<file path="src/rtl/npu_sequencer_pkg.sv">
// Op codes and FSM state encoding shared by the NPU sequencer and its move buffer.
// Latency: n/a (definitions only).  Backpressure: n/a.
package pkg_npu_op;

    localparam logic [3:0] OP_OS   = 4'b1111;
    localparam logic [3:0] OP_MOVE = 4'b0001;
    localparam logic [3:0] OP_NONE = 4'b0111;

    typedef enum logic [2:0] {
        IDLE,
        CLEAR,
        FEED,
        FLUSH,
        WB,
        MOVE,
        DONE
    } state_t;

endpackage

</file>
<file path="src/rtl/npu_sequencer_move_buffer.sv">
// Single-entry valid/ready output register for OMEM move words; grants read issue.
// Latency: word valid 1 cycle after its read.  Backpressure: issue blocked while full and !ready.
module npu_move_buffer (
    input  logic clk_i,
    input  logic rst_ni,
    input  logic i_remain,
    input  logic i_ready,
    output logic o_ren,
    output logic o_valid
);

    logic r_valid;

    // A read may replace the held word only when that word leaves this cycle.
    assign o_ren   = i_remain & (~r_valid | i_ready);
    assign o_valid = r_valid;

    always_ff @(posedge clk_i or negedge rst_ni) begin
        if (!rst_ni) begin
            r_valid <= 1'b0;
        end else begin
            r_valid <= o_ren | (r_valid & ~i_ready);
        end
    end

endmodule

</file>
<file path="src/rtl/npu_sequencer.sv">
// Command sequencer: runs output-stationary compute phases or an OMEM move stream.
// Latency: compute done at T+K+3N+1, zero-length done at T+1.  Backpressure: move stalls on !move_ready_i.
module npu_sequencer
    import pkg_npu_op::*;
#(
    parameter int DWidth     = 8,
    parameter int ADDR_WIDTH = 32,
    parameter int ARRAY_DIM  = 4,
    parameter int MEM_DEPTH  = 256
) (
    input  logic                         clk_i,
    input  logic                         rst_ni,
    input  logic                         op_valid_i,
    input  logic [3:0]                   op_type_i,
    input  logic [DWidth-1:0]            op_arg_i,
    output logic                         busy_o,
    output logic                         done_o,
    output logic                         err_o,
    output logic                         in_ren_o,
    output logic [$clog2(MEM_DEPTH)-1:0] in_raddr_o,
    output logic                         pe_clr_o,
    output logic                         pe_en_o,
    output logic                         pe_drain_o,
    output logic                         out_wen_o,
    output logic [$clog2(MEM_DEPTH)-1:0] out_waddr_o,
    output logic                         move_ren_o,
    output logic [$clog2(MEM_DEPTH)-1:0] move_raddr_o,
    output logic                         move_valid_o,
    input  logic                         move_ready_i
);

    // The bus address width only matters to the decoder in front of this block.
    localparam int IDX_W = (ADDR_WIDTH > 0) ? $clog2(MEM_DEPTH) : 1;

    state_t             r_state, w_state_nxt;
    logic [DWidth-1:0]  r_arg;
    logic [IDX_W-1:0]   r_cnt;
    logic [IDX_W-1:0]   r_hs;
    logic               r_ren_d;
    logic               r_err;
    logic               w_cmd;
    logic               w_cnt_inc;
    logic               w_remain;
    logic               w_hs;

    assign w_cmd = op_valid_i && (op_type_i == OP_OS || op_type_i == OP_MOVE);
    assign w_hs  = move_valid_o & move_ready_i;

    npu_move_buffer u_move_buf (
        .clk_i    (clk_i),
        .rst_ni   (rst_ni),
        .i_remain (w_remain),
        .i_ready  (move_ready_i),
        .o_ren    (move_ren_o),
        .o_valid  (move_valid_o)
    );

    always_ff @(posedge clk_i or negedge rst_ni) begin
        if (!rst_ni) begin
            r_state <= IDLE;
        end else begin
            r_state <= w_state_nxt;
        end
    end

    always_comb begin
        w_state_nxt = r_state;
        w_cnt_inc   = 1'b0;
        w_remain    = 1'b0;
        in_ren_o    = 1'b0;
        pe_clr_o    = 1'b0;
        pe_drain_o  = 1'b0;
        out_wen_o   = 1'b0;
        case (r_state)
            IDLE: begin
                if (op_valid_i && op_type_i == OP_OS) begin
                    w_state_nxt = (op_arg_i == '0) ? DONE : CLEAR;
                end else if (op_valid_i && op_type_i == OP_MOVE) begin
                    w_state_nxt = (op_arg_i == '0) ? DONE : MOVE;
                end
            end
            CLEAR: begin
                pe_clr_o    = 1'b1;
                w_state_nxt = FEED;
            end
            FEED: begin
                in_ren_o  = 1'b1;
                w_cnt_inc = 1'b1;
                if (DWidth'(r_cnt) == r_arg - DWidth'(1)) w_state_nxt = FLUSH;
            end
            FLUSH: begin
                w_cnt_inc = 1'b1;
                if (r_cnt == IDX_W'(2 * ARRAY_DIM - 2)) w_state_nxt = WB;
            end
            WB: begin
                out_wen_o  = 1'b1;
                pe_drain_o = 1'b1;
                w_cnt_inc  = 1'b1;
                if (r_cnt == IDX_W'(ARRAY_DIM - 1)) w_state_nxt = DONE;
            end
            MOVE: begin
                w_remain  = (DWidth'(r_cnt) != r_arg);
                w_cnt_inc = move_ren_o;
                if (w_hs && DWidth'(r_hs) == r_arg - DWidth'(1)) w_state_nxt = DONE;
            end
            DONE: begin
                w_state_nxt = IDLE;
            end
            default: begin
                w_state_nxt = IDLE;
            end
        endcase
    end

    // Counter restarts on every phase change so each phase indexes from zero.
    always_ff @(posedge clk_i or negedge rst_ni) begin
        if (!rst_ni) begin
            r_arg   <= '0;
            r_cnt   <= '0;
            r_hs    <= '0;
            r_ren_d <= 1'b0;
            r_err   <= 1'b0;
        end else begin
            r_ren_d <= in_ren_o;
            r_err   <= w_cmd && (r_state != IDLE);
            if (r_state == IDLE && w_cmd) r_arg <= op_arg_i;
            if (w_state_nxt != r_state) r_cnt <= '0;
            else if (w_cnt_inc)         r_cnt <= r_cnt + IDX_W'(1);
            if (r_state != MOVE) r_hs <= '0;
            else if (w_hs)       r_hs <= r_hs + IDX_W'(1);
        end
    end

    assign busy_o       = (r_state != IDLE);
    assign done_o       = (r_state == DONE);
    assign err_o        = r_err;
    assign pe_en_o      = r_ren_d | (r_state == FLUSH);
    assign in_raddr_o   = in_ren_o   ? r_cnt : '0;
    assign out_waddr_o  = out_wen_o  ? r_cnt : '0;
    assign move_raddr_o = move_ren_o ? r_cnt : '0;

endmodule

</file>
<file path="config.mk">
export PLATFORM = sky130hd
export DESIGN_NAME = npu_sequencer
export DESIGN_NICKNAME = d
export VERILOG_FILES = /design/src/rtl/npu_sequencer_pkg.sv /design/src/rtl/npu_sequencer_move_buffer.sv /design/src/rtl/npu_sequencer.sv
export SDC_FILE = /design/constraint.sdc
export NUM_CORES = 1
export LEC_CHECK = 0
export CAP_MARGIN = 20
export CORE_ASPECT_RATIO = 2
export CORE_MARGIN = 5
export CORE_UTILIZATION = 46
export CTS_CLUSTER_DIAMETER = 200
export DETAILED_ROUTE_END_ITERATION = 16
export GPL_ROUTABILITY_DRIVEN = 0
export HOLD_SLACK_MARGIN = 0.02
export PLACE_DENSITY_LB_ADDON = 0.2
export SLEW_MARGIN = 20
export SYNTH_ARGS = -nofsm -noshare
export SYNTH_HDL_FRONTEND = slang
export SYNTH_SLANG_ARGS = --single-unit
</file>
<file path="constraint.sdc">
create_clock -name clk_i -period 2 [get_ports clk_i]
set_input_delay 0.3 -clock clk_i [delete_from_list [all_inputs] [get_ports clk_i]]
set_output_delay 0.3 -clock clk_i [all_outputs]
set_load 0.005 [all_outputs]
</file>
# Word-level counts from Yosys, hierarchy flattened
# Index checks and enable logic that the tools add are counted.
# classes
addsub,3
eq_ne,15
n_mux,21
bitwise_logic,8
reduce_logical,13
# op_table
cell,n
two-way mux 8 bit,7
two-way mux 3 bit,7
case mux 3 bit (6 select lines),1
adder 8 x 1 -> 8 bit (second input constant),2
== test 8 bit,2
== test 3 bit (second input constant),3
== test 8 x 2 -> 1 bit (second input constant),1
== test 8 x 3 -> 1 bit (second input constant),1
logical NOT 8 bit,1
inequality test 8 bit,1
subtractor 8 x 1 -> 8 bit (second input constant),1
== test 3 x 2 -> 1 bit (second input constant),2
logical AND 1 bit,6
== test 4 x 1 -> 1 bit (second input constant),1
== test 4 bit (second input constant),1
two-way mux 1 bit,4
nonzero test 2 bit,2
bitwise AND 1 bit,3
== test 3 x 1 -> 1 bit (second input constant),1
logical NOT 3 bit,1
inequality test 3 bit,1
inequality test 3 bit (second input constant),1
OR 1 bit,3
nonzero test 3 bit,1
other kinds (5),6
# word_totals
ff_bits,30
inputBits,16
output_inout_bits,34
wordCells,67

# Depth between registers and ports, before layout
# Gate-level depths: netlist (run 1).
# depth
ltp_word,7
ltp_mapped,8
ltp_nobuf,8

# Hierarchy
# From an unflattened synthesis (run 1), not the netlist that was laid out.
# unflattened
cells_unflattened,244
hier_area_um2,2240.9
# by_module_without_submodules
mod,n_inst,cells_per_inst,area_each_um2,seq_area_each_um2
npu_sequencer,1,240,2197.1,725.7
npu_move_buffer,1,4,43.8,25.0

# Least setup slack after synthesis (run 1)
# OpenSTA, ideal clock, no wires.
# synth_path
kind,register to register
from,register r_arg[0]
to,register r_cnt[0]
setup_time_ps,143
arrival_ps,1934
t_required_ps,1857
setup_slack_ps,-77
path_stages_with_launch,9
path_buffers,0
synth_period_minus_slack_ps,2077
cell_sequence,dfrtp_1 inv_1 ha_1 xor2_1 o2111ai_1 a2111oi_0 nand4_1 o21ai_4 a211oi_1
# synth_between
elab_chain_len,7
elab_cells_between_ends,14
classes_between,1 x add/sub; 4 x eq/ne; 6 x mux; 1 x bitwise; 2 x reduce/logical
# synth_lines
element,line,source
"start, declared",npu_sequencer.sv:36,logic [DWidth-1:0] r_arg;
"start signal, assigned",npu_sequencer.sv:126,if (r_state == IDLE && w_cmd) r_arg <= op_arg_i;
subtractor 8 x 1 -> 8 bit,"npu_sequencer.sv:89, npu_sequencer.sv:104",
== test 8 bit,npu_sequencer.sv:104,if (w_hs && DWidth'(r_hs) == r_arg - DWidth'(1)) w_state_nxt = DONE;
logical AND 1 bit,npu_sequencer.sv:104,
two-way mux 3 bit,npu_sequencer.sv:104,
case mux 3 bit (6 select lines),npu_sequencer.sv:74,case (r_state)
inequality test 3 bit,npu_sequencer.sv:127,if (w_state_nxt != r_state) r_cnt <= '0;
two-way mux 8 bit / nonzero test 2 bit (equally long branches),-,
"end signal, assigned",npu_sequencer.sv:128,else if (w_cnt_inc) r_cnt <= r_cnt + IDX_W'(1);
"end, declared",npu_sequencer.sv:37,logic [IDX_W-1:0] r_cnt;
# Several ways; a longest one is shown, not always the timed one.
# A chain may end at the register's enable or synchronous reset.

# Worst setup path in the final report (run 1)
# layout_path
from,register r_arg[2]
to,register r_cnt[1]
# The elaborated chain is that of the path after synthesis.

==> results of run 1 <==
registers in the layout, indices dropped and copies added (netlist names):
| name | flops |
|---|---|
| err_o | 1 |
| r_state | 3 |
| r_arg | 8 |
| u_move_buf.o_valid | 1 |
| r_hs | 8 |
| r_cnt | 8 |
| r_ren_d | 1 |
Yosys cell counts (all sizes together), types with 4 or more instances:
| cell | instances | share of area (%) |
|---|---|---|
| xor2 | 20 | 7.5 |
| inv | 9 | 1.4 |
| or3 | 4 | 1.1 |
| xnor2 | 10 | 3.7 |
| o2111ai | 4 | 1.5 |
| buf | 12 | 3.1 |
| ha | 4 | 2.1 |
| and2 | 25 | 6.7 |
| nand4 | 5 | 1.6 |
| nand2 | 16 | 2.6 |
| and3 | 6 | 1.6 |
| nor2 | 10 | 1.7 |
| clkbuf | 7 | 1.1 |
| nand3 | 4 | 0.86 |
| a21oi | 7 | 1.5 |
| nand2b | 6 | 1.6 |
| o21ai | 12 | 3.5 |
| mux2 | 4 | 1.9 |
| nor4 | 5 | 1.6 |
| nor3 | 7 | 1.7 |
| dfrtp | 30 | 32 |
| o211ai | 4 | 1.3 |
| a211oi | 10 | 4.0 |
layout make-up:
cell class | instances | area (um^2) | area share, %
Clock buffer | 5 | 68.8 | 1.78
Clock inverter | 3 | 40.0 | 1.04
Inverter | 9 | 36.3 | 0.940
Multi-Input combinational cell | 197 | 1720 | 44.5
Sequential cell | 30 | 756 | 19.6
Tap cell | 57 | 71.3 | 1.85
Timing Repair Buffer | 138 | 1170 | 30.4
logic make-up (layout without fill, tap and decap cells):
logic type                 Yosys count  count (layout)  synth area share [%]
buffers and inverters               28             155                  5.67
AOI/OAI and AO/OA                   58              58                  20.0
and+or+nand+nor                    100             100                  26.0
DFF                                 30              30                  32.1
muxes                                4               4                  1.92
adders and majority gates            4               4                  2.14
xor gates and xnor gates            31              31                  12.2
cells in the final DEF, fill, tap and decap left out, types with 5 or more instances in the layout:
cell and instances:
xor2_1 16, buf_2 9, nand2_1 16, a211oi_2 9, dlygate4sd2_1 10, buf_6 18
buf_4 69, clkbuf_8 5, xnor2_1 7, a21oi_1 7, clkbuf_2 5, o21ai_0 8
clkdlybuf4s50_1 21, dfrtp_1 26, inv_1 7, nor2_1 8, and2_1 23, and3_1 5
worst max-delay path: cells and delay by family (launching register included):
family	cells	cell delay [ns]
AO/OA/AOI/OAI	3	0.55
AND/OR/NAND/NOR	3	0.69
buffers and inverters	3	0.46
flip-flops	1	0.41
repair_timing:
| item | in CTS | in global routing |
|---|---|---|
| gates cloned | 2 | 0 |
| endpoints found under the setup margin | 41 | 30 |
| gates resized for setup | 101 | 41 |
| pin swaps | 37 | 11 |
| setup buffers | 17 | 8 |
per-layer routing:
| metal | GRT usage (%) | vias up | wire [um] |
|---|---|---|---|
| met3 | 5.01 | 56 | 381 |
| li1 | - | 1159 | - |
| met5 | 0 | - | 0 |
| met4 | 21.4 | 0 | 808 |
| met2 | 49.2 | 108 | 5290 |
| met1 | 24.5 | 1269 | 2820 |
power groups by stage:
stage / Sequential (mW) / Clock (mW) / Combinational [mW]
global placement: 0.877 / 0 / 2.44
finish: 0.914 / 0.606 / 3.41
detailed placement: 0.878 / 0 / 2.48
global route: 0.926 / 0.641 / 3.58
floorplan: 0.870 / 0 / 1.40
CTS: 0.880 / 0.619 / 2.95
worst min path at each step:
stage	start	end	slack [ns]	cells after the start
3_5_place_dp	r_arg[2]$_DFFE_PN0P_	r_arg[2]$_DFFE_PN0P_	0.58	1
4_1_cts	rst_ni	r_hs[1]$_DFFE_PN0P_	0.42	2
6_report	rst_ni	u_move_buf.o_valid$_DFF_PN0_	0.40	2
2_1_floorplan	rst_ni	err_o$_DFF_PN0_	0.004	0
3_3_place_gp	r_arg[2]$_DFFE_PN0P_	r_arg[2]$_DFFE_PN0P_	0.57	1
5_1_grt	rst_ni	r_cnt[3]$_DFFE_PN0P_	0.44	2
==> results.py, run 1 <==
metrics = {
    "synth": {
        "synth_area_um2": 2340,
        "synth_edf_count": 0,
        "synth-seq-cells": 30,
        "synthCells": 255,
        "synth-async-reset-ratio_pct": 100,
        "ys.flop_type": "dfrtp_1",
        "synth_seq_area_share_pct": 32.1,
        "syn-num-nets": 275,
        "yosysWarnings": 0,
        "synth_cell_types": 61,
        "syn_area_per_cell_um2": 9.18,
    },
    "place": {
        "dp_hpwl_um": 5760,
        "dpl_cell_area_um2": 3290,
        "place_ws_ns": -0.346,
        "dp_cells": 405,
        "portBuffers": 49,
    },
    "power_and_ir_drop": {
        "p_int_mw": 2.82,
        "p_per_area_nw_per_um2": 1280,
        "p_clk_share_pct": 12.3,
        "p_total_mw": 4.93,
        "total_leakage_power_nw": 1.78,
        "comb_power_share_pct": 69.2,
        "switching_share_pct": 42.7,
        "vdd_drop_max_mv": 0.904,
        "seq_power_share_pct": 18.5,
        "power_switching_mw": 2.11,
    },
    "worst_setup_path": {
        "worstSetupPathType": "flop to flop",
        "timing.reg2reg.worst_path_depth": 9,
        "cp_max_fo": 7,
        "crit_chain": "buf_4 > buf_6 > nor4b_4 > nand3_1 > a22oi_1 > nand4_1 > o21ai_4 > buf_6 > a211oi_2",
        "startpoint": "r_arg[2]$_DFFE_PN0P_",
        "endpoint": "r_cnt[1]$_DFFE_PN0P_",
        "slowest_delay_ns": 0.41,
        "rrSetupSlack_ns": -0.27,
        "reg2reg_to": "r_cnt[1]$_DFFE_PN0P_",
        "cp_slowest_cell": "dfrtp_1",
        "setup.worst_path.end_class": "flop",
        "cp-start-kind": "flop",
        "crit_top_cell": "buf_6",
        "required_ns": 2.15,
        "crit_arrival_ns": 2.42,
        "r2r-start": "r_arg[2]$_DFFE_PN0P_",
    },
    "sta": {
        "period_needed_ns": 2.27,
        "hold_viol_final": 0,
        "tns_ns": -4.08,
        "slew_violations": 0,
        "final.period_utilization_pct": 113,
        "tightest_slew_ns": 0.440,
        "fmax_mhz": 441,
        "skew_ns": 0.00587,
        "whs_ns": 0.398,
        "slew_headroom_pct": 70.4,
        "grt_setup_unrepaired": "yes",
        "worst_slack_ns": -0.269,
        "finalSetupViolations": 19,
    },
    "global_route": {
        "grt_overflow_total": 0,
        "grt_first_pass_wirelength_um": 13700,
        "antenna_found_initial": 0,
        "grt_max_degree": 31,
        "grt_pass1_vias": 2746,
        "gr-usage-all-layers_pct": 27.4,
    },
    "worst_hold_path": {
        "holdCritPathClass": "primary input to asynchronous set/reset pin",
    },
    "floorplan": {
        "die_h_um": 111,
        "io_pins": 50,
        "die_area_um2": 6700,
        "core_um2": 4910,
        "die_w_um": 60.4,
        "std_cell_rows": 36,
        "start_util_pct": 47.7,
    },
    "finish": {
        "diodes": 0,
        "fin_util_pct": 78.6,
        "syn2layout_area_growth_pct": 64.8,
        "fin_nets": 401,
        "drive_gt1_share_pct": 45.0,
        "fin_cells": 439,
        "final_cell_area_um2": 3860,
        "n_fill_cell": 321,
    },
    "cts": {
        "cts_max_path_buffers": 2,
        "insertion_delay_ns": 0.29,
        "cts-root-buf": "clkbuf_8",
        "hold_buffers": 0,
        "cts-buffers-inserted": 5,
        "clkSlewWorstSetupHoldPaths_ns": 0.07,
        "htreeDepth": 2,
        "cts_tree": "built",
        "cts_num_sinks": 30,
    },
    "run": {
        "maxCapViolCount": 0,
    },
    "routing": {
        "vias_per_cell": 5.90,
        "dr.pass1.iters": 4,
        "drtIter0Drc": 132,
        "route.detailed.drc": 0,
        "dr_total_vias": 2592,
        "antenna_left": 0,
        "wl_per_cell_um": 21.2,
        "routed_wl_um": 9290,
    },
    "outcome": {
        "violations": "negative setup slack",
        "status": "finished, violations left",
    },
}
Note: power is estimated with default switching activity, not from simulation.
==> run 2, diff against run 1 <==
- CORE_UTILIZATION: 46 -> 48
- CTS_BUF_LIST: not set -> sky130_fd_sc_hd__clkbuf_2 sky130_fd_sc_hd__clkbuf_4 sky130_fd_sc_hd__clkbuf_8
- MAX_ROUTING_LAYER: not set -> met4
==> run 2 against run 1 <==
Net effect:
- the flow still finishes with violations (negative setup slack)
- hold slack improved by 0.018 ns
- critical path depth is 2 lower
- flip-flop and latch count unchanged
- register-to-register slack got worse by 0.07 ns
- fmax fell by 3.0%
- sequential power grew 2.8%
- combinational power down 8.2%
- largest cell class unchanged
- sequential share of layout area rose by 0.32 points
- global-route usage increased by 0.89 points
- final area decreased by 1.6%
==> results.py, run 2 (synthesis gave the netlist of run 1 again) <==
metrics = {
    "sta": {
        "fmax_mhz": 428,
        "grt_setup_unrepaired": "yes",
        "period_needed_ns": 2.34,
        "worst_slack_ns": -0.339,
        "slew_violations": 0,
        "final.period_utilization_pct": 117,
        "tightest_slew_ns": 0.467,
        "slew_headroom_pct": 68.7,
        "skew_ns": 0.00674,
        "whs_ns": 0.416,
        "hold_viol_final": 0,
        "finalSetupViolations": 19,
    },
    "cts": {
        "cts_tree": "built",
        "cts-root-buf": "clkbuf_8",
        "htreeDepth": 2,
        "clkSlewWorstSetupHoldPaths_ns": 0.07,
        "cts-buffers-inserted": 5,
        "insertion_delay_ns": 0.30,
        "cts_num_sinks": 30,
        "cts_max_path_buffers": 2,
    },
    "routing": {
        "dr.pass1.iters": 4,
        "vias_per_cell": 5.90,
        "routed_wl_um": 8970,
        "antenna_left": 0,
        "wl_per_cell_um": 20.5,
        "drtIter0Drc": 106,
        "route.detailed.drc": 0,
        "dr_total_vias": 2580,
    },
    "global_route": {
        "grt_use_met3_pct": 2.73,
        "antenna_found_initial": 0,
        "use_met2_pct": 52.6,
        "grt_max_degree": 31,
        "gr-usage-all-layers_pct": 28.2,
        "grt_first_pass_wirelength_um": 13100,
        "busiest_layer": "met2",
        "grt_pass1_vias": 2689,
        "grt_overflow_total": 0,
        "use_met1_pct": 24.3,
    },
    "worst_setup_path": {
        "reg2reg_to": "r_cnt[3]$_DFFE_PN0P_",
        "slowest_delay_ns": 0.54,
        "worstSetupPathType": "flop to flop",
        "crit_chain": "buf_4 > or4_1 > nor2_2 > and3_4 > o31a_1 > o21ai_4 > a211oi_2",
        "endpoint": "r_cnt[3]$_DFFE_PN0P_",
        "r2r-start": "r_cnt[4]$_DFFE_PN0P_",
        "required_ns": 2.18,
        "timing.reg2reg.worst_path_depth": 7,
        "startpoint": "r_cnt[4]$_DFFE_PN0P_",
        "setup.worst_path.end_class": "flop",
        "cp-start-kind": "flop",
        "crit_arrival_ns": 2.52,
        "cp_slowest_cell": "or4_1",
        "rrSetupSlack_ns": -0.34,
        "cp_max_fo": 5,
    },
    "worst_hold_path": {
        "holdCritPathClass": "primary input to asynchronous set/reset pin",
    },
    "finish": {
        "n_fill_cell": 319,
        "fin_nets": 399,
        "layout_common_cells": "71 x buf_4, 26 x dfrtp_1, 21 x buf_6",
        "multiInputGateArea_um2": 1680,
        "final-seq-area_um2": 756,
        "diodes": 0,
        "fin_util_pct": 78.8,
        "mostFrequentLayoutCell": "buf_4",
        "syn2layout_area_growth_pct": 62.2,
        "drive_gt1_share_pct": 46.3,
        "largest_registers": "r_arg: 8 flops, r_cnt: 8 flops, r_hs: 8 flops",
    },
    "floorplan": {
        "start_util_pct": 48.6,
        "die_h_um": 109,
        "die_w_um": 59.4,
        "die_area_um2": 6460,
        "core_um2": 4820,
        "std_cell_rows": 36,
        "io_pins": 50,
    },
    "power_and_ir_drop": {
        "vdd_drop_max_mv": 0.969,
        "p_per_area_nw_per_um2": 1280,
        "total_leakage_power_nw": 1.76,
    },
    "place": {
        "portBuffers": 49,
        "dp_hpwl_um": 5920,
        "place_ws_ns": -0.381,
    },
    "outcome": {
        "violations": "negative setup slack",
        "status": "finished, violations left",
    },
    "run": {
        "maxCapViolCount": 0,
    },
}
[run 2: worst min path at each step]
stage	start	end	slack (ns)
floorplan	rst_ni	err_o$_DFF_PN0_	0.004
global placement	r_hs[6]$_DFFE_PN0P_	r_hs[6]$_DFFE_PN0P_	0.57
detailed placement	r_hs[6]$_DFFE_PN0P_	r_hs[6]$_DFFE_PN0P_	0.57
CTS	rst_ni	r_arg[4]$_DFFE_PN0P_	0.43
global route	rst_ni	r_arg[4]$_DFFE_PN0P_	0.45
finish	rst_ni	r_cnt[2]$_DFFE_PN0P_	0.42
[run 2: cell type report]
type                       instances  share of cell area [%]
clock buffer                       6                    2.17
clock inverter                     2                    1.58
multi-input combinational        198                    44.3
timing repair buffer             135                    29.3
tap                               57                    1.88
inverter                           9                   0.890
sequential                        30                    19.9
[run 2: metal layers]
metal | wire length, um | vias up
li1 | - | 1163
met1 | 2860 | 1254
met2 | 5040 | 111
met3 | 370 | 52
met4 | 699 | 0
met5 | 0 | -
[run 2: power breakdown]
| part | internal, mW | switching [mW] | leakage [nW] |
|---|---|---|---|
| Clock | 0.531 | 0.256 | 0.0714 |
| Combinational | 1.56 | 1.57 | 1.30 |
| Sequential | 0.760 | 0.180 | 0.393 |
[run 2: what timing repair did]
| item | CTS | global route |
|---|---|---|
| setup endpoints to repair | 42 | 36 |
| gates cloned | 2 | 1 |
| pin swaps | 23 | 14 |
| buffers inserted | 14 | 6 |
| hold buffers | 0 | 0 |
| resized for setup | 99 | 67 |
[run 2: metrics by stage]
stage               instances  power [mW]  instance area, um^2  TNS [ns]
floorplan                 255        2.28                 2340         0
finish                    437        4.86                 3800     -5.03
global placement          409        3.32                 3310     -4.81
detailed placement        409        3.35                 3310     -5.44
global route              437        5.12                 3800     -6.65
CTS                       432        4.50                 3660     -4.25
[run 2: worst max-delay path, delay by kind of cell (launching register included)]
kind	cells	cell delay, ns
flip-flops	1	0.42
AND/OR/NAND/NOR	3	0.95
buffers and inverters	1	0.17
AO/OA/AOI/OAI	3	0.69
